<file path="src/rtl/pc_sequencer.sv">
// Instruction fetch sequencer: IDLE -> REQ (wait imem_ack) -> ISSUE (wait instr_ready) -> REQ/HALTED.
// 1 cycle start->req and ack->valid; req and instr held until handshake; PC_SEQUENCER_BRANCH_EN enables branches.
module pc_sequencer #(
  parameter int ADDR_W = 4,
  parameter int DATA_W = 8
) (
  input  logic              clk,
  input  logic              rst,
  input  logic              start,
  input  logic              halt,
  output logic              imem_req,
  output logic [ADDR_W-1:0] imem_addr,
  input  logic              imem_ack,
  input  logic [DATA_W-1:0] imem_rdata,
  output logic [DATA_W-1:0] instr,
  output logic              instr_valid,
  input  logic              instr_ready,
  input  logic              br_valid,
  input  logic [ADDR_W-1:0] br_target,
  output logic              busy
);

  typedef enum logic [1:0] {
    IDLE   = 2'd0,
    REQ    = 2'd1,
    ISSUE  = 2'd2,
    HALTED = 2'd3
  } state_t;

  state_t            state_q;
  logic [ADDR_W-1:0] pc_q;
  logic [ADDR_W-1:0] pc_d;
  logic [DATA_W-1:0] instr_q;
  logic              req_q;
  logic              vld_q;
  logic              busy_q;

  // Post-handshake PC; the increment wraps naturally at 2^ADDR_W.
  always_comb begin
    pc_d = pc_q + ADDR_W'(1);
`ifdef PC_SEQUENCER_BRANCH_EN
    if (br_valid) begin
      pc_d = br_target;
    end
`endif
  end

`ifndef PC_SEQUENCER_BRANCH_EN
  logic unused_br;
  assign unused_br = ^{br_valid, br_target};
`endif

  always_ff @(posedge clk) begin
    if (rst) begin
      state_q <= IDLE;
      pc_q    <= '0;
      instr_q <= '0;
      req_q   <= 1'b0;
      vld_q   <= 1'b0;
      busy_q  <= 1'b0;
    end else begin
      case (state_q)
        IDLE, HALTED: begin
          if (start) begin
            state_q <= REQ;
            req_q   <= 1'b1;
            busy_q  <= 1'b1;
          end
        end
        REQ: begin
          if (imem_ack) begin
            state_q <= ISSUE;
            instr_q <= imem_rdata;
            req_q   <= 1'b0;
            vld_q   <= 1'b1;
          end
        end
        ISSUE: begin
          if (instr_ready) begin
            pc_q  <= pc_d;
            vld_q <= 1'b0;
            if (halt) begin
              state_q <= HALTED;
              busy_q  <= 1'b0;
            end else begin
              state_q <= REQ;
              req_q   <= 1'b1;
            end
          end
        end
        default: begin
          state_q <= IDLE;
          req_q   <= 1'b0;
          vld_q   <= 1'b0;
          busy_q  <= 1'b0;
        end
      endcase
    end
  end

  assign imem_req    = req_q;
  assign imem_addr   = pc_q;
  assign instr       = instr_q;
  assign instr_valid = vld_q;
  assign busy        = busy_q;

endmodule
</file>
<file path="config.mk">
export PLATFORM = sky130hd
export DESIGN_NAME = pc_sequencer
export DESIGN_NICKNAME = d
export VERILOG_FILES = /design/src/rtl/pc_sequencer.sv
export SDC_FILE = /design/constraint.sdc
export NUM_CORES = 1
export LEC_CHECK = 0
export ABC_CLOCK_PERIOD_IN_PS = 1800
export CORE_UTILIZATION = 35
export CTS_CLUSTER_DIAMETER = 200
export DETAILED_ROUTE_END_ITERATION = 10
export PLACE_DENSITY_LB_ADDON = 0.2
export SETUP_SLACK_MARGIN = 0.2
export SLEW_MARGIN = 5
export SYNTH_ARGS = -nofsm -noshare
export SYNTH_HDL_FRONTEND = slang
export SYNTH_SLANG_ARGS = --single-unit
</file>
<file path="constraint.sdc">
create_clock -name clk -period 1.8 [get_ports clk]
set_clock_uncertainty 0.05 [all_clocks]
set_input_delay 0.36 -clock clk [delete_from_list [all_inputs] [get_ports clk]]
set_output_delay 0.36 -clock clk [all_outputs]
set_load 0.05 [all_outputs]
</file>
==> run metrics <==
post-cts sizing count=0; outcome=finished clean; Crit Reg-Reg Startpoint=state_q[0]; # port buffers=28; combinational share of power=0.288; Post-Place Cell Area=slightly above 1000 um^2; Layout area overhead=42.93%; combinational family with the most area after synthesis=simple AND/OR/NAND/NOR gates; Finish-stage setup viols=0; I/O pin count=34; drt first pass iters=4; Post-DP HPWL=approximately 1200 um; H-tree depth reported by CTS=1; initial antenna violation count=0; setup TNS=0 ns; TritonCTS buffer count=3; relative slew slack=0.7980; R2R cell count=5; Die H=about 48 um; Worst Path Buf+Inv=1; vias in the first global route=roughly 640; GR Util All Layers=0.1476; Largest stage delay, worst path=around 0.36 ns; Max Cap Viol=0; Die W=between 40 and 50 um; Power Dens Cells=between 800 and 900 nW/um^2; worst min-delay path class=register to register; Post-Synth Adder-Cell Area=0.04992; XOR/XNOR Fraction of Synth Area=0.02329; commonest non-fill, non-tap cell in the layout=buf_4; Crit-path slowest cell=dfxtp_2; fin area=1075 um^2; Max IR drop VDD=roughly 0.42 mV; Clk Latency, worst-skew pair=approximately 0.28 ns; Initial Utilization=0.3794; Hold Path End=instr[1]; Clock power frac=0.230; Syn Area/Cell=between 8 and 9 um^2; Hold Crit Start=instr[1]; mux contribution to synthesized area=0; LEAKAGE=approximately 0.43 nW; hold buffers post-CTS=0; critical path cell sequence=inv_1 -> ha_4 -> nor2b_2 -> or3_1 -> a21oi_1; min Tclk post-route=1.490 ns; synth warn=0; Core ar.=just under 2000 um^2; Synth Area in Compound Gates=0.1880; fillcell total=approximately 180; global-route wire length before repair=2780 um; Worst Setup Start Kind=register; Net Sw Frac=0.3252; Cells after Synth=90; Post-Synth Simple-Gate Area=0.2246; Reg power frac=0.483; CTS tree=yes; Place WS=about 0.11 ns; Inserted Diodes=0; post-route antenna net violation count=0; Post-CTS Setup Bufs=0; Worst EP required=1.96 ns; Crit. End Element=register; R2R setup slack=about 0.31 ns; number of enable flip-flop cells after synthesis=0; post-synthesis sequential element count=17; syn_nets=112; routed wire length=between 1500 and 2000 um; Seq/Total Area, Yosys=0.4526; RR Endpoint=state_q[0]; row cnt=16; slack of the critical path=0.3097 ns; Fmax achieved=0.6710 GHz; total via count in the routed design=~730; Post-synth top flop=dfxtp_1; grt total ovfl=0; die footprint=around 2300 um^2; RD Place Congestion=0.8088; CP arrival=~1.7 ns; CP Max Fanout=5; Worst Hold Depth=2; initial DRC count=7; P_int=0.5830 mW; Final Cycle Share=0.8279; cell family with most CP delay=simple AND/OR/NAND/NOR gates; final net count=about 140; Synth async-reset ratio=0; Sink Count=17; Pins Over Slew Limit=0; Reg clk slew, reported paths=0.10 ns; measured slew at the worst slew-check pin=roughly 0.30 ns; Clock Tree Root=clkbuf_4; final hold vios=0; share of cells above drive strength 1=0.2314; vias per std cell=4.899; WS Path Type=register to register; commonest cells after routing, fill and taps aside=buf_4 (19), dfxtp_1 (16), a21oi_1 (13), clkdlybuf4s50_1 (13); Longest Clk Path Bufs=2; DR DRC count=0; Synth Cell Area=752.0 um^2; largest net degree at the start of global routing=14; Unique masters post-synth=23; P_sw=about 0.28 mW; DR WL/cell=about 11 um; RSZ-0062 raised after global routing=no
[worst max-delay path by stage]
| stage | from | slack, ns | cells past startpoint | end |
|---|---|---|---|---|
| final | state_q[0] | 0.31 | 5 | state_q[0] |
| after global routing | state_q[1] | 0.24 | 5 | state_q[0] |
| after CTS | state_q[0] | 0.21 | 5 | state_q[0] |
| after detailed placement | instr_ready | 0.11 | 4 | state_q[0] |
| after global placement | instr_ready | 0.11 | 4 | state_q[1] |
| after floorplan | state_q[0] | 0.34 | 5 | state_q[1] |
[logic make-up after synthesis]
family | Yosys count
DFF | 17
adders and majority gates | 3
AOI/OAI and AO/OA | 23
and+or+nand+nor | 35
xor gates and xnor gates | 2
buffers and inverters | 10
[sequential cells by signal (all words and copies together), names as in the netlist]
| signal | count |
|---|---|
| instr | 8 |
| imem_addr | 4 |
| state_q | 2 |
| busy | 1 |
| imem_req | 1 |
| instr_valid | 1 |
[routing by layer]
metal | track usage | up-vias | wire length (um) | part of all wire
li1 | - | 377 | - | -
met1 | 0.1984 | 324 | 794 | 0.47
met2 | 0.2300 | 22 | 778 | 0.46
met3 | 0.04088 | 2 | 105 | 0.062
met4 | 0.04412 | 0 | 11 | 0.0065
met5 | 0 | - | 0 | 0
[worst reg2reg max path, cell delays in order, from the launching register on]
cell	delay, ns
dfxtp_2	0.36
inv_1	0.08
ha_4	0.26
nor2b_2	0.18
or3_1	0.34
a21oi_1	0.15
[power by group through the flow]
stage | combinational, mW | sequential [mW] | clock, mW
after floorplan | 0.0818 | 0.496 | 0
after global placement | 0.238 | 0.423 | 0
after detailed placement | 0.239 | 0.425 | 0
after CTS | 0.241 | 0.416 | 0.212
after global routing | 0.267 | 0.421 | 0.238
final | 0.248 | 0.417 | 0.198
[stage by stage]
stage	std cells	hold slack, ns	total power [mW]	utilization
CTS	148	0.4120	0.8681	0.5341
finish	148	0.4113	0.8640	0.5423
global placement	144	0.3923	0.6612	0.5202
detailed placement	144	0.3974	0.6640	0.5202
global route	148	0.4375	0.9267	0.5423
floorplan	90	0.4112	0.5775	-
[synth_stat cells, types with 2 or more instances]
library cell,n,share of area
nand3_1,12,0.080
nand2_2,2,0.017
dfxtp_1,17,0.45
or3_1,3,0.025
nor2b_1,3,0.025
o31ai_1,3,0.030
xor2_1,2,0.023
buf_1,2,0.010
inv_1,5,0.025
a21oi_1,13,0.087
o21ai_0,2,0.013
ha_1,3,0.050
nor2_1,2,0.010
nand2_1,12,0.060
[cell type report]
class,count,area [um^2],share of cell area
tap,27,33.78,0.03143
clock buffer,3,22.52,0.02095
timing repair buffer,32,272.8,0.2538
sequential,17,341.6,0.3178
multi-input combinational,63,380.4,0.3539
inverter,5,18.77,0.01746
clock inverter,1,5.005,0.004657
Power figures use the tool's default switching activity.
==> RTL change (same settings) <==
Change the parameter `DATA_W` from 8 to 9.
--- a/src/rtl/pc_sequencer.sv
+++ b/src/rtl/pc_sequencer.sv
@@ -3,5 +3,5 @@
 module pc_sequencer #(
   parameter int ADDR_W = 4,
-  parameter int DATA_W = 8
+  parameter int DATA_W = 9
 ) (
   input  logic              clk,
Interface: changed (resized imem_rdata and instr); port bits go from 34 to 36. The function was not compared with the original's and may differ.
==> RTL change against the original RTL <==
  * Synthesized cell count increased by 4.4%
  * Critical path depth unchanged
  * Sequential cell count increased by 1
  * Setup slack got worse by 70 ps
  * Total power increased by 1.8%
  * Design area increased by 2.1%
  * Synthesized area increased by 3.2%
  * Non-clock buffer count increased by 1
  * Routed wire length increased by 2.9%
  * Utilization about the same
  * Die area increased by 3.0%
  * Via count increased by 1.7%
  * Critical endpoint unchanged
  * Largest cell class unchanged
  * Largest power group unchanged
  * Highest routed layer unchanged
==> RTL change: results (changes against the original RTL) <==
yosys:
  synthTopCellsByArea: "dfxtp_1 (46%), nand2_1 (11%), a21oi_1 (9.0%)"
  syn-num-nets: 117  # +4.5%
  yosysSeqAreaShare_pct: 46.5  # +1.2 points
  synth_compound_area_share_pct: 18.9  # +0.069 points
  synth_xor_area_share_pct: 2.26  # -0.071 points
  synth_adder_area_share_pct: 4.84  # -0.15 points
  yosys-top-cells-count: "nand2_1 (23), dfxtp_1 (18), a21oi_1 (14)"
status:
  outcome: "finished, final reports clean"
placed_design:
  dp_slack_ps: 80.7  # -30.0 ps
  hpwl_microns: 1280  # +4.1%
  port_buffers: 30  # +7.1%
  gp_congestion: 0.863  # +6.7%
layout:
  nFillCells: 198  # +7.6%
  largest_reg_flops: 9  # +1
  drive_gt1_share_pct: 20.6  # -2.5 points
  finalNetCount: 151  # +4.9%
sta:
  period_needed_ps: 1560  # +70.3 ps
  timing.hold.ws_ps: 409  # -2.51 ps
route:
  wl_met2_microns: 864  # +11%
  wl_met3_microns: 71  # -32%
  route.vias.total: 737  # +1.7%
  drtIter0Drc: 19  # +12
  wl_per_cell_microns: 11.4  # -0.46%
  wl_met1_microns: 787  # -0.88%
power:
  ir_worst_vdd_v: 0.000365  # -13%
  leakage_nw: 0.448  # +3.6%
grt:
  grt_pass1_wl_microns: 2830  # +1.8%
  grtUsageTotal_pct: 15.2  # +0.41 points
  grt_max_degree: 14  # unchanged
  grt_pass1_vias: 705  # +10%
min_path:
  whs_path_depth: 2  # unchanged
  min_to: "instr[8]"
  min-delay-start: "instr[8]"
clock_tree:
  cts_made_buffers: 3  # unchanged
RTL change: where the power goes:
group / switching [mW] / total [mW] / leakage [nW] / internal [mW]
Clock: 0.114 / 0.192 / 0.0138 / 0.0776
Combinational: 0.150 / 0.246 / 0.287 / 0.0961
Sequential: 0.0156 / 0.441 / 0.147 / 0.425
RTL change: worst max path at each step:
stage / to / slack (ps)
after detailed placement: state_q[0] / 80
final: state_q[0] / 240
after global placement: imem_req / 120
after global routing: state_q[0] / 160
after CTS: state_q[0] / 230
after floorplan: state_q[1] / 340
RTL change: final cells by class:
class	instances	area share, %
Multi-Input combinational cell	67	34.4
Sequential cell	18	33.0
Timing Repair Buffer	33	25.8
Tap cell	27	3.08
Clock buffer	3	2.05
Inverter	5	1.71
RTL change: what timing repair did:
| action | in CTS | in global routing |
|---|---|---|
| resized for setup | 1 | 3 |
| gates cloned | 0 | 0 |
| setup endpoints to repair | 1 | 2 |
RTL change: metal layers:
| metal | global-route usage (%) | up-vias |
|---|---|---|
| met5 | 0 | - |
| li1 | - | 382 |
| met4 | 9.31 | 0 |
| met3 | 3.43 | 2 |
| met2 | 24.2 | 15 |
| met1 | 18.3 | 338 |
RTL change: metrics by stage:
stage / cells / area [sq um]
CTS: 153 / 1090
finish: 153 / 1100
global route: 153 / 1100
floorplan: 94 / 776
global placement: 150 / 1070
detailed placement: 150 / 1070
RTL change: worst max-delay path, cell delays in order (launching register included):
cell	delay (ps)
dfxtp_2	360
inv_1	40
ha_1	340
nor2b_2	200
or3_1	370
a21oi_2	140
